==> src/rtl/usb_poll_pkg.sv <==
// Shared constants for the USB poll scheduler: state encoding and default sizing.
package usb_poll_pkg;

  localparam logic [2:0] ST_IDLE = 3'd0;
  localparam logic [2:0] ST_SCAN = 3'd1;
  localparam logic [2:0] ST_SEND = 3'd2;
  localparam logic [2:0] ST_GAP  = 3'd3;
  localparam logic [2:0] ST_DONE = 3'd4;

  localparam int NCH_DEF = 8;
  localparam int TMO_DEF = 1023;
  localparam int TW_DEF  = 10;

endpackage

==> src/rtl/usb_poll_pick.sv <==
// Lowest-set-bit encoder: idx is the index of the lowest set bit of vec,
// any flags that at least one bit is set (idx is 0 when vec is empty).
module usb_poll_pick
  import usb_poll_pkg::*;
#(
  parameter int NCH = NCH_DEF
) (
  input  logic [NCH-1:0] vec,
  output logic [2:0]     idx,
  output logic           any
);

  // Scan from the top down so the lowest set bit is the last one written.
  always_comb begin
    idx = 3'd0;
    any = 1'b0;
    for (int i = NCH - 1; i >= 0; i--) begin
      idx = vec[i] ? 3'(i) : idx;
      any = any | vec[i];
    end
  end

endmodule

==> src/rtl/usb_poll_sched.sv <==
// USB poll scheduler: on each accepted start, serves the latched enabled
// channels lowest-index first, one send engine at a time, and reports which
// channels failed or timed out. Optional feature macro: USB_POLL_RETRY_EN
// (re-issue a failed/timed-out channel once; only the second outcome counts).
module usb_poll_sched
  import usb_poll_pkg::*;
#(
  parameter int NCH = NCH_DEF,
  parameter int TMO = TMO_DEF,
  parameter int TW  = TW_DEF
) (
  input  logic           clk,
  input  logic           rst,
  input  logic           start,
  input  logic [NCH-1:0] chan_en,
  output logic [NCH-1:0] fs_usb_send,
  input  logic [NCH-1:0] fd_usb_send,
  input  logic [NCH-1:0] ff_usb_send,
  output logic           busy,
  output logic           done,
  output logic [NCH-1:0] fail_mask,
  output logic [2:0]     cur_chan,
  output logic           overrun
);

  localparam logic [TW-1:0] TMO_CNT = TW'(TMO);

  logic [2:0]     state;
  logic [NCH-1:0] pend;
  logic [NCH-1:0] fail_acc;
  logic [TW-1:0]  tmo;
  logic [2:0]     pick_idx;
  logic           pick_any;
  logic           resp_fd;
  logic           resp_ff;
  logic           tmo_hit;
`ifdef USB_POLL_RETRY_EN
  logic           retry;
`endif

  usb_poll_pick #(.NCH(NCH)) u_pick (
    .vec (pend),
    .idx (pick_idx),
    .any (pick_any)
  );

  // Only the channel being served may end the SEND phase; ff beats fd.
  always_comb begin
    resp_ff = ff_usb_send[cur_chan];
    resp_fd = fd_usb_send[cur_chan];
    tmo_hit = (tmo == TMO_CNT);
  end

  // Round sequencer: latch the channel set, serve each channel, report.
  always_ff @(posedge clk) begin
    if (rst) begin
      state       <= ST_IDLE;
      pend        <= '0;
      fail_acc    <= '0;
      tmo         <= '0;
      fs_usb_send <= '0;
      busy        <= 1'b0;
      done        <= 1'b0;
      fail_mask   <= '0;
      cur_chan    <= 3'd0;
`ifdef USB_POLL_RETRY_EN
      retry       <= 1'b0;
`endif
    end else begin
      done <= 1'b0;
      case (state)
        ST_IDLE: begin
          if (start) begin
            pend     <= chan_en;
            fail_acc <= '0;
            busy     <= 1'b1;
`ifdef USB_POLL_RETRY_EN
            retry    <= 1'b0;
`endif
            state    <= ST_SCAN;
          end else begin
            state <= ST_IDLE;
          end
        end
        ST_SCAN: begin
          if (!pick_any) begin
            state <= ST_DONE;
          end else begin
            cur_chan    <= pick_idx;
            fs_usb_send <= NCH'(1) << pick_idx;
            tmo         <= '0;
            state       <= ST_SEND;
          end
        end
        ST_SEND: begin
          if (resp_ff || (!resp_fd && tmo_hit)) begin
            // Failure or timeout.
`ifdef USB_POLL_RETRY_EN
            if (!retry) begin
              retry <= 1'b1;
            end else begin
              retry              <= 1'b0;
              fail_acc[cur_chan] <= 1'b1;
              pend[cur_chan]     <= 1'b0;
            end
`else
            fail_acc[cur_chan] <= 1'b1;
            pend[cur_chan]     <= 1'b0;
`endif
            fs_usb_send <= '0;
            state       <= ST_GAP;
          end else if (resp_fd) begin
            pend[cur_chan] <= 1'b0;
`ifdef USB_POLL_RETRY_EN
            retry          <= 1'b0;
`endif
            fs_usb_send    <= '0;
            state          <= ST_GAP;
          end else begin
            tmo <= tmo_hit ? tmo : tmo + TW'(1);
          end
        end
        ST_GAP: begin
          state <= ST_SCAN;
        end
        ST_DONE: begin
          done      <= 1'b1;
          fail_mask <= fail_acc;
          busy      <= 1'b0;
          cur_chan  <= 3'd0;
          state     <= ST_IDLE;
        end
        default: begin
          fs_usb_send <= '0;
          busy        <= 1'b0;
          cur_chan    <= 3'd0;
          state       <= ST_IDLE;
        end
      endcase
    end
  end

  // Sticky flag for a start request that arrived while a round was running.
  always_ff @(posedge clk) begin
    if (rst) begin
      overrun <= 1'b0;
    end else if (start && (state != ST_IDLE)) begin
      overrun <= 1'b1;
    end else begin
      overrun <= overrun;
    end
  end

endmodule

==> config.mk <==
export PLATFORM = sky130hd
export DESIGN_NAME = usb_poll_sched
export DESIGN_NICKNAME = d
export VERILOG_FILES = /design/src/rtl/usb_poll_pkg.sv /design/src/rtl/usb_poll_pick.sv /design/src/rtl/usb_poll_sched.sv
export SDC_FILE = /design/constraint.sdc
export NUM_CORES = 1
export LEC_CHECK = 0
export BUFFER_PORTS_ARGS = -buffer_cell sky130_fd_sc_hd__clkbuf_2
export CORE_ASPECT_RATIO = 2
export CORE_UTILIZATION = 40
export DETAILED_ROUTE_END_ITERATION = 7
export SLEW_MARGIN = 20
export SYNTH_ARGS = -nofsm -noshare
export SYNTH_HDL_FRONTEND = slang
export SYNTH_SLANG_ARGS = --single-unit
==> constraint.sdc <==
create_clock -name clk -period 4.45 [get_ports clk]
set_input_delay 0.2225 -clock clk [delete_from_list [all_inputs] [get_ports clk]]
set_output_delay 0.2225 -clock clk [all_outputs]
set_load 0.005 [all_outputs]
==> results of run 1 <==
-- area by class of cell --
cell class | instances | share of cell area
Clock buffer | 5 | 0.04411
Clock inverter | 3 | 0.01632
Inverter | 5 | 0.006617
Multi-Input combinational cell | 210 | 0.4614
Sequential cell | 51 | 0.3599
Tap cell | 61 | 0.02691
Timing Repair Buffer | 48 | 0.08469
-- synthesized netlist by cell type, types with 2 or more instances --
cell       number  area share
a2111oi_0       3       0.011
buf_2           2      0.0041
nor3_1          9       0.019
nor4_1          8       0.021
or2_2           2      0.0052
and2_1          4       0.010
a21oi_1        29       0.060
inv_1           5      0.0078
nor3b_1         2      0.0062
and4_1          2      0.0072
a2111oi_2       4       0.025
nor2b_1         3      0.0078
or3_1           2      0.0052
o211ai_1        3      0.0093
a32o_1          6       0.025
dfxtp_1        51        0.42
a22oi_1         2      0.0062
a22o_1         10       0.036
nand3_1         6       0.012
nand2_1        31       0.048
nor2_1         33       0.051
and3_1          2      0.0052
a21o_1          2      0.0062
o31ai_1         3      0.0093
nor4b_1         2      0.0072
nand4_1         2      0.0052
mux2i_1         4       0.017
o21ai_0         9       0.019
or4_1           3      0.0093
mux4_2          2       0.019
nand2b_1        6       0.016
clkbuf_1       11       0.017
-- logic make-up after synthesis --
| group | count (synthesis) |
|---|---|
| AND/OR/NAND/NOR | 123 |
| flip-flops | 51 |
| adder cells (fa/ha/maj) | 1 |
| multiplexers | 7 |
| buffers and inverters | 20 |
| AO/OA/AOI/OAI | 79 |
-- how the worst max path moves through the flow --
stage	to	depth (start not counted)
after floorplan	tmo[3]	7
after global placement	tmo[3]	6
after detailed placement	tmo[3]	6
after CTS	tmo[3]	6
after global routing	pend[7]	6
final	tmo[3]	6
-- registers in the layout, summed over array words and instances (netlist names) --
register,flops
busy,1
done,1
tmo,10
cur_chan,3
overrun,1
fs_usb_send,8
pend,8
fail_mask,8
state,3
fail_acc,8
-- power by group through the flow --
stage / clock network [µW] / registers (µW) / logic (µW)
final: 445 / 506 / 233
after global routing: 474 / 511 / 258
after CTS: 455 / 506 / 236
after detailed placement: 0 / 516 / 235
after global placement: 0 / 515 / 234
after floorplan: 0 / 504 / 178
-- per-stage QoR --
stage	utilization	setup slack (ns)	hold slack (ns)	instances
final	0.4926	1.897	0.2112	383
after global routing	0.4926	1.746	0.2395	383
after CTS	0.4926	1.900	0.2046	383
after detailed placement	0.4628	1.931	0.4468	375
after global placement	0.4628	2.018	0.4390	375
after floorplan	-	2.341	0.3620	281
-- routing by layer --
layer  vias to the layer above  global-route usage
li1                       1123                   -
met1                      1026              0.2185
met2                        47              0.3835
met3                        15             0.03600
met4                         0              0.1106
met5                         -                   0
-- worst max-delay path: stages, from the launching register on --
cell     delay (ns)
dfxtp_1        0.78
mux2i_1        0.25
o32ai_1        0.12
nor3_2         0.48
nand2_4        0.22
or4_1          0.54
nand3_1        0.09
-- layout by cell type, fill, tap and decap left out, types with 8 or more instances in the layout --
cell type / netlist / layout
dfxtp_1: 51 / 51
clkbuf_2: 0 / 48
nor2_1: 33 / 33
nand2_1: 31 / 31
a21oi_1: 29 / 29
a22o_1: 10 / 10
nor3_1: 9 / 9
o21ai_0: 9 / 9
nor4_1: 8 / 8
==> run_results.csv, run 1 <==
group,metric,value,unit
sta,setup_viol,0,
clocking,cts_made_buffers,5,
sta,fin_crit,2.553,ns
clocking,cts.sinks,51,
clocking,htree_levels,2,
power,clkPwrFrac,0.375,
status,run_status,"complete, but fails checks",
sta,rsz0062_at_grt,"no",
logic_synthesis,synth_top_family_by_area,"simple AND/OR/NAND/NOR gates",
grt,grt-ovfl-total,0,
grt,grtUsageTotal,0.2093,
setup_path,r2r_slack,1.90,ns
sta,maxSlewViolCount,0,
logic_synthesis,syn-mean-instance-area,8.607,µm²
logic_synthesis,muxShareOfSynthArea,0.04139,
clocking,cts_setup_buffers,0,
die,core-area,5758,µm²
sta,max_freq,0.3916,GHz
setup_path,r2r-end,"tmo[3]",
sta,tns,0,ns
worst_hold_path,hold_depth,3,
logic_synthesis,yosys.area_share.xor_xnor,0,
layout,areaGrowthSynthToFinish,17.28,%
die,die_area,6380,µm²
power,power_frac_comb,0.197,
worst_hold_path,hp-class,"in2reg",
power,swShare,0.3018,
setup_path,worstPathMaxFanout,21,
logic_synthesis,synth_fa_ha_area_frac,0.005173,
setup_path,crit_start,"cur_chan[1]",
placed_design,placed_cell_area,2665,µm²
logic_synthesis,synth_edf_count,0,
sta,relSlewSlack,0.5059,
sta,worst_pin_slew,0.7344,ns
power,vdd_ir_drop_max,0.3210,mV
drt,dr_wl_met3,160,µm
drt,drt_wl_total,6.229,mm
logic_synthesis,yosys.area_share.simple,0.2613,
drt,vias,2211,
layout,fillers,596,
layout,layout-drive-gt1-share,0.2174,
logic_synthesis,yosysSeqAreaShare,0.4221,
logic_synthesis,yosys_most_used_dff,"dfxtp_1",
logic_synthesis,syn-num-nets,309,
clocking,ctsHoldBuffers,0,
logic_synthesis,syn_area,2419,µm²
sta,timing.final.crit_share,0.5738,
clocking,clockRootBuffer,"clkbuf_16",
clocking,cts_resized,0,
drt,drc,5,
die,rows,39,
drt,viasPerCell,5.773,
placed_design,hpwl,4.805,mm
grt,grt_pass1_vias,2100,
placed_design,io_buffers,48,
power,switchingPower,357.4,µW
setup_path,setup.worst_path.class,"reg2reg",
clocking,clock_path_buffers,2,
layout,finalNetCount,349,
drt,top_layer,"met4",
drt,drt-initial-drc-count,37,
clocking,cts_tree,"yes",
setup_path,reg2reg_depth,6,
power,power.density,417.5,nW/µm²
setup_path,cp-start-kind,"flop",
power,p_int,826.8,µW
logic_synthesis,synth_compound_area_frac,0.2333,
layout,multi_input_area,1309,µm²
layout,final-seq-area,1021,µm²
logic_synthesis,ys_types,50,
die,start_util,0.4200,
setup_path,r2r-start,"cur_chan[1]",
drt,wl_per_cell,16.26,µm
logic_synthesis,ys_ff_latch,51,
layout,antennaDiodeCount,0,
drt,dr.pass1.iters,6,
status,violations,"design-rule violations",
drt,wl_met2,3.478,mm
drt,ant_nets,0,
grt,antenna_found_initial,0,
power,seqPwrFrac,0.428,
drt,drt-met1-wl,2.354,mm
grt,grt_pass1_wl,10.18,mm
logic_synthesis,ys_async_sr_fraction,0,
die,ios,49,
power,p_leak,0.001118,µW
power,power.total,1184,µW
worst_hold_path,hold_path.startpoint,"start",
die,fp.dieW,56.99,µm
logic_synthesis,ys_warn_count,0,
run,max_cap_violations,0,
die,fp.dieH,112.0,µm
worst_hold_path,hold_end,"overrun",
logic_synthesis,syn-instance-count,281,
sta,hold_violations,0,
clocking,clk_pin_slew,0.07,ns
grt,grt_max_degree,27,
setup_path,arrival,2.79,ns
layout,fin_area,2836,µm²
setup_path,critical_path_required,4.69,ns
clocking,clkLatencyLatePin,0.30,ns
setup_path,end_kind,"flop",
placed_design,gp_congestion,0.8543,
sta,fin_skew,0.008843,ns
(Power assumes the default switching activity.)
==> run 2: changes to the inputs <==
--- a/config.mk
+++ b/config.mk
@@ -5,6 +5,7 @@
 export SDC_FILE = /design/constraint.sdc
 export NUM_CORES = 1
 export LEC_CHECK = 0
+export ABC_AREA = 1
 export BUFFER_PORTS_ARGS = -buffer_cell sky130_fd_sc_hd__clkbuf_2
 export CORE_ASPECT_RATIO = 2
 export CORE_UTILIZATION = 40
==> constraint.sdc (replaced) <==
create_clock -name clk -period 2.1 [get_ports clk]
set_input_delay 0.105 -clock clk [delete_from_list [all_inputs] [get_ports clk]]
set_output_delay 0.105 -clock clk [all_outputs]
set_load 0.005 [all_outputs]
==> run 2 against run 1 <==
The flow now finishes without violations. First-iteration DRC count rose to 3.1 times the previous value. Sequential cell count unchanged. Highest routed layer unchanged. Wire length increased by 5.4%. Die area rose by 11%.
==> run_results.csv, run 2 <==
group,metric,value,unit
sta,rsz0062_at_grt,"no",
power,vdd_ir_drop_max,0.5320,mV
sta,maxSlewViolCount,0,
sta,hold_violations,0,
sta,fin_skew,0.006636,ns
clocking,cts_made_buffers,5,
clocking,htree_levels,2,
setup_path,arrival,2.12,ns
logic_synthesis,synth_common_cells,"nand2_1 (88), dfxtp_1 (51), a21oi_1 (43), nor2_1 (43), nand3_1 (39)",
drt,dr.pass1.iters,4,
layout,largest_register_ffs,10,
logic_synthesis,synth_top_cell_area_share,0.3781,
worst_hold_path,hp-class,"in2reg",
layout,layout_common_cells,"nand2_1 (88), dfxtp_1 (51), clkbuf_2 (48)",
die,fp.dieH,118.2,µm
status,run_status,"finished clean",
logic_synthesis,syn-instance-count,389,
drt,ant_nets,0,
drt,viasPerCell,4.973,
logic_synthesis,ys_ff_latch,51,
sta,timing.final.crit_share,0.8980,
sta,tns,0,ns
die,ios,49,
die,start_util,0.4110,
logic_synthesis,ys_async_sr_fraction,0,
logic_synthesis,syn-num-nets,417,
placed_design,hpwl,5.026,mm
drt,drt_wl_total,6.568,mm
die,core-area,6569,µm²
grt,grt-ovfl-total,0,
clocking,cts_tree,"yes",
drt,drt-initial-drc-count,115,
logic_synthesis,synth_top_cell_by_area,"dfxtp_1",
clocking,clock_path_buffers,2,
sta,max_freq,0.5303,GHz
logic_synthesis,syn_area,2700,µm²
layout,areaGrowthSynthToFinish,16.27,%
power,power.density,1015,nW/µm²
drt,vias,2596,
sta,hold_slack,0.1001,ns
drt,drc,0,
logic_synthesis,syn-mean-instance-area,6.941,µm²
layout,finalNetCount,461,
setup_path,worstPathMaxFanout,17,
layout,final_common_cell,"nand2_1",
setup_path,end_kind,"flop",
sta,relSlewSlack,0.5733,
grt,antenna_found_initial,0,
die,die_area,7103,µm²
logic_synthesis,ys_warn_count,0,
clocking,clk_pin_slew,0.07,ns
layout,layout-drive-gt1-share,0.2189,
setup_path,setup.worst_path.class,"reg2reg",
placed_design,io_buffers,48,
power,p_leak,0.001396,µW
clocking,clockRootBuffer,"clkbuf_16",
logic_synthesis,yosys_most_used_dff,"dfxtp_1",
clocking,ctsHoldBuffers,0,
grt,grtUsageTotal,0.2007,
grt,grt_pass1_wl,10.85,mm
logic_synthesis,ys_types,33,
drt,wl_per_cell,12.58,µm
logic_synthesis,synth_area_leaders,"dfxtp_1 (38%), nand2_1 (12%), a21oi_1 (8.0%), nand3_1 (7.2%), nor2_1 (6.0%)",
setup_path,critical_path_required,2.33,ns
placed_design,gp_congestion,0.8279,
layout,antennaDiodeCount,0,
run,max_cap_violations,0,
grt,grt_pass1_vias,2397,
sta,fin_crit,1.886,ns
clocking,cts.sinks,51,
logic_synthesis,yosys.cell_count.top_type,"nand2_1",
grt,grt_max_degree,26,
sta,setup_viol,0,
sta,worst_pin_slew,0.6393,ns
logic_synthesis,synth_edf_count,0,
logic_synthesis,yosysSeqAreaShare,0.3781,
die,fp.dieW,60.10,µm
setup_path,cp-start-kind,"flop",
clocking,clkLatencyLatePin,0.29,ns
die,rows,42,
layout,top_register,"tmo",
==> run 2: cell types whose count changed in the layout (fill, tap and decap cells not counted), sizes merged, moves of 6 or more <==
cell / before / now
a32o: 6 / 0
inv: 6 / 39
nor4: 8 / 0
nand2: 32 / 102
nand3: 6 / 43
a21oi: 29 / 46
nor2: 35 / 51
a22o: 10 / 0
nand2b: 6 / 0
nor3: 10 / 4
a2111oi: 7 / 0
==> run 2: what timing repair did <==
action	CTS	global route
endpoints found under the setup margin	0	12
gates resized for setup	0	2
setup buffers	0	0
==> run 2: logic make-up (layout without fill, tap and decap cells) <==
group,Yosys count,count (layout),synth area share
simple gates,212,212,0.3726
compound gates,70,70,0.1488
flops,51,51,0.3781
buf+inv,55,100,0.09592
fa+ha+maj,1,1,0.004633
==> run 2: through the flow <==
stage | setup WS, ns | power, µW | util | area (µm²) | cells
2_1_floorplan | 0.5151 | 2121 | - | 2700 | 389
5_1_grt | 0.02336 | 3407 | 0.4779 | 3139 | 522
3_5_place_dp | 0.07970 | 2366 | 0.4530 | 2975 | 514
4_1_cts | 0.06017 | 3210 | 0.4764 | 3129 | 522
3_3_place_gp | 0.1528 | 2354 | 0.4530 | 2975 | 514
6_report | 0.2143 | 3187 | 0.4779 | 3139 | 522
==> run 2: final timing paths <==
kind / from / to / slack (ns) / cells after the start
min reg2reg: fail_acc[1] / fail_mask[1] / 0.46 / 2
min: start / overrun / 0.10 / 3
max: tmo[0] / tmo[7] / 0.21 / 12
max reg2reg: tmo[0] / tmo[7] / 0.21 / 12
==> run 2: routing by layer <==
layer,routed length (µm),up-vias,GRT usage
met2,3565,47,0.3542
met1,2587,1179,0.2231
met5,0,-,0
met3,197,12,0.03282
li1,-,1358,-
met4,216,0,0.09012
==> run 2: final cells by class <==
cell class	count	area (µm²)
flip-flops and latches	51	1021
well taps	88	110.1
multi-input cells	283	1430
inverters	39	146.4
clock inverters	3	28.78
repair buffers	53	277.8
fillers	689	3430
clock buffers	5	125.1
==> run 2: power breakdown <==
part / leakage, µW / switching [µW] / internal [µW] / total (µW)
Combinational: 0.000905 / 720 / 394 / 1110
Sequential: 0.000415 / 121 / 1110 / 1240
Clock: 0.0000759 / 382 / 455 / 837
Total: 0.00140 / 1220 / 1960 / 3190
==> run 2: worst max-delay path: stages (launching register included) <==
cell,delay (ns)
dfxtp_1,0.39
ha_1,0.18
nand2_1,0.11
nor2_4,0.18
nand3_1,0.12
nor2_1,0.10
nand3_1,0.08
nand2_1,0.11
nand2_4,0.14
buf_4,0.20
nand2_2,0.06
nand2_1,0.06
a21oi_2,0.10
==> run 3: changes to the inputs <==
--- a/config.mk
+++ b/config.mk
@@ -13,4 +13,5 @@
 export SLEW_MARGIN = 20
 export SYNTH_ARGS = -nofsm -noshare
 export SYNTH_HDL_FRONTEND = slang
+export SYNTH_HIERARCHICAL = 1
 export SYNTH_SLANG_ARGS = --single-unit
==> run 3 against run 2 <==
The flow now finishes with violations (design-rule violations). Worst setup slack better by 0.057 ns. Via count is 6.4% higher. Sequential share of layout area is 1.2 points lower. Sequential power is 16% higher. Register-to-register slack better by 0.06 ns. Global-route usage is 0.86 points higher.
==> run_results.csv, run 3 <==
group,metric,value,unit
status,run_status,"complete, but fails checks",
status,violations,"design-rule violations",
placed_design,pre_cts_ws,0.2012,ns
logic_synthesis,yosys.cell_count.top_type,"nand2_1",
grt,grt_pass1_wl,11.34,mm
sta,timing.final.crit_share,0.8706,
drt,drt-initial-drc-count,128,
clocking,clk_pin_slew,0.07,ns
setup_path,timing.critical_path.cells,"ha_1 > nand2_1 > nor2_1 > nand2_1 > nor2_1 > inv_1 > nand3_1 > nor2_1 > nand2_2 > buf_4 > nand2_4 > nor2_1 > nor2_1",
placed_design,io_buffers,48,
logic_synthesis,synth_area_leaders,"dfxtp_1 (38%), nand2_1 (18%), nor2_1 (9.3%), a21oi_1 (8.5%), inv_1 (6.7%)",
clocking,clkLatencyLatePin,0.30,ns
grt,grt_use_met3,0.03720,
logic_synthesis,ys_types,32,
power,p_int,2587,µW
drt,drt_wl_total,6.797,mm
sta,tns,0,ns
layout,finalNetCount,513,
die,start_util,0.4107,
die,fp.dieW,60.07,µm
setup_path,slowest_stage,"dfxtp_1",
layout,top_register,"tmo",
logic_synthesis,syn-num-nets,461,
drt,viasPerCell,4.810,
sta,worst_pin_slew,0.5500,ns
grt,grt_busiest_layer,"met2",
sta,worst_slack,0.2716,ns
grt,grtUsageTotal,0.2093,
run,max_cap_violations,0,
sta,maxSlewViolCount,0,
clocking,cts.sinks,51,
clocking,cts_made_buffers,5,
logic_synthesis,synth_top_cell_by_area,"dfxtp_1",
logic_synthesis,synth_common_cells,"nand2_1 (126), nor2_1 (67), dfxtp_1 (51), inv_1 (48), a21oi_1 (46)",
layout,layout-drive-gt1-share,0.1605,
clocking,htree_levels,2,
setup_path,critical_path_required,2.30,ns
logic_synthesis,ys_async_sr_fraction,0,
placed_design,gp_congestion,0.8546,
setup_path,cp-start-kind,"flop",
power,switchingPower,1755,µW
logic_synthesis,synth_top_cell_area_share,0.3785,
power,seqPwrFrac,0.331,
logic_synthesis,syn_area,2698,µm²
sta,rsz0062_at_grt,"no",
power,p_leak,0.001562,µW
sta,hold_violations,0,
clocking,cts_tree,"yes",
logic_synthesis,ys_ff_latch,51,
clocking,clockRootBuffer,"clkbuf_16",
layout,largest_register_ffs,10,
sta,relSlewSlack,0.6305,
setup_path,path_common_cell,"nor2_1",
setup_path,end_kind,"flop",
grt,grt_pass1_vias,2667,
grt,antenna_found_initial,0,
sta,setup_viol,0,
power,clkPwrFrac,0.244,
clocking,clock_path_buffers,2,
logic_synthesis,syn-mean-instance-area,6.230,µm²
logic_synthesis,yosys_most_used_dff,"dfxtp_1",
power,power_frac_comb,0.426,
placed_design,hpwl,5.268,mm
setup_path,cp_top_family,"simple AND/OR/NAND/NOR gates",
power,power.density,1333,nW/µm²
setup_path,max_stage_delay,0.38,ns
layout,areaGrowthSynthToFinish,20.78,%
die,fp.dieH,118.1,µm
setup_path,setup.worst_path.class,"reg2reg",
sta,max_freq,0.5469,GHz
worst_hold_path,hp-class,"in2reg",
layout,antennaDiodeCount,0,
drt,wl_per_cell,11.84,µm
grt,grtUsageMet2,0.3903,
setup_path,cp.buffers_inverters,2,
grt,grt_max_degree,19,
drt,vias,2761,
setup_path,arrival,2.02,ns
sta,fin_skew,0.005329,ns
power,swShare,0.4041,
drt,dr.pass1.iters,6,
die,core-area,6569,µm²
layout,layout_common_cells,"nand2_1 (125), nor2_1 (67), dfxtp_1 (51)",
grt,grt-ovfl-total,0,
logic_synthesis,syn-instance-count,433,
drt,drc,1,
sta,fin_crit,1.828,ns
setup_path,worstPathMaxFanout,6,
logic_synthesis,ys_warn_count,6,
die,rows,42,
die,ios,49,
die,die_area,7096,µm²
clocking,cts_setup_buffers,0,
logic_synthesis,synth_edf_count,0,
layout,final_common_cell,"nand2_1",
drt,ant_nets,0,
power,vdd_ir_drop_max,0.6080,mV
grt,grt_use_met1,0.2089,
logic_synthesis,yosysSeqAreaShare,0.3785,
==> run 3: cell count changes in the layout (fill, tap and decap cells not counted), sizes merged, moves of 5 or more <==
cell   previous run  this run
buf               5        14
inv              39        49
nand2           102       128
nand3            43        32
nand4             6         1
nor2             51        68
nor3              4        12
o31ai             8         3
==> run 3: final cells by class <==
class	instances	area [µm²]
tap	88	110.1
timing repair buffer	62	345.3
clock buffer	5	125.1
sequential	51	1021
inverter	50	187.7
multi-input combinational	315	1401
clock inverter	3	67.56
fill	688	3311
==> run 3: worst paths after layout <==
| check | from | end | slack, ns | depth (start not counted) |
|---|---|---|---|---|
| min reg2reg | fail_acc[7] | fail_mask[7] | 0.45 | 2 |
| min | start | overrun | 0.1 | 3 |
| max | tmo[0] | pend[5] | 0.27 | 13 |
| max reg2reg | tmo[0] | pend[5] | 0.27 | 13 |
==> run 3: kinds of logic (layout without fill, tap and decap cells) <==
family / count (synthesis) / after routing / synth area share
xor+xnor: 1 / 1 / 0.003247
fa+ha+maj: 1 / 1 / 0.004637
flops: 51 / 51 / 0.3785
buf+inv: 67 / 120 / 0.1030
simple gates: 247 / 247 / 0.3780
compound gates: 66 / 66 / 0.1327
==> run 3: layer usage <==
metal / vias to the layer above / wire (µm)
met4: 0 / 176
met1: 1237 / 2697
met3: 11 / 178
met5: - / 0
met2: 39 / 3745
li1: 1474 / -
==> run 3: stage by stage <==
| stage | instance area [µm²] | instances | power, µW | util | hold slack (ns) |
|---|---|---|---|---|---|
| final | 3258 | 574 | 4342 | 0.4960 | 0.09916 |
| after detailed placement | 3063 | 566 | 3299 | 0.4663 | 0.4118 |
| after CTS | 3256 | 574 | 4374 | 0.4956 | 0.1010 |
| after global placement | 3063 | 566 | 3265 | 0.4663 | 0.4046 |
| after floorplan | 2698 | 433 | 2780 | - | 0.2486 |
| after global routing | 3258 | 574 | 4720 | 0.4960 | 0.1354 |
==> run 3: what timing repair did <==
action | in CTS | in global routing
resized for setup | 0 | 1
hold buffers | 0 | 0
endpoints found under the setup margin | 0 | 2
==> run 3: worst reg2reg max path: cells and delay by family (launching register included) <==
kind | cells | cell delay, ns
AND/OR/NAND/NOR | 10 | 0.97
buffers and inverters | 2 | 0.21
flip-flops | 1 | 0.38
adder cells (fa/ha/maj) | 1 | 0.18
==> run 3: power by group through the flow <==
stage | Combinational, µW | Sequential [µW] | Clock, µW
floorplan | 1380 | 1400 | 0
global placement | 1820 | 1450 | 0
detailed placement | 1850 | 1450 | 0
CTS | 1850 | 1430 | 1090
global route | 2140 | 1460 | 1120
finish | 1850 | 1440 | 1060
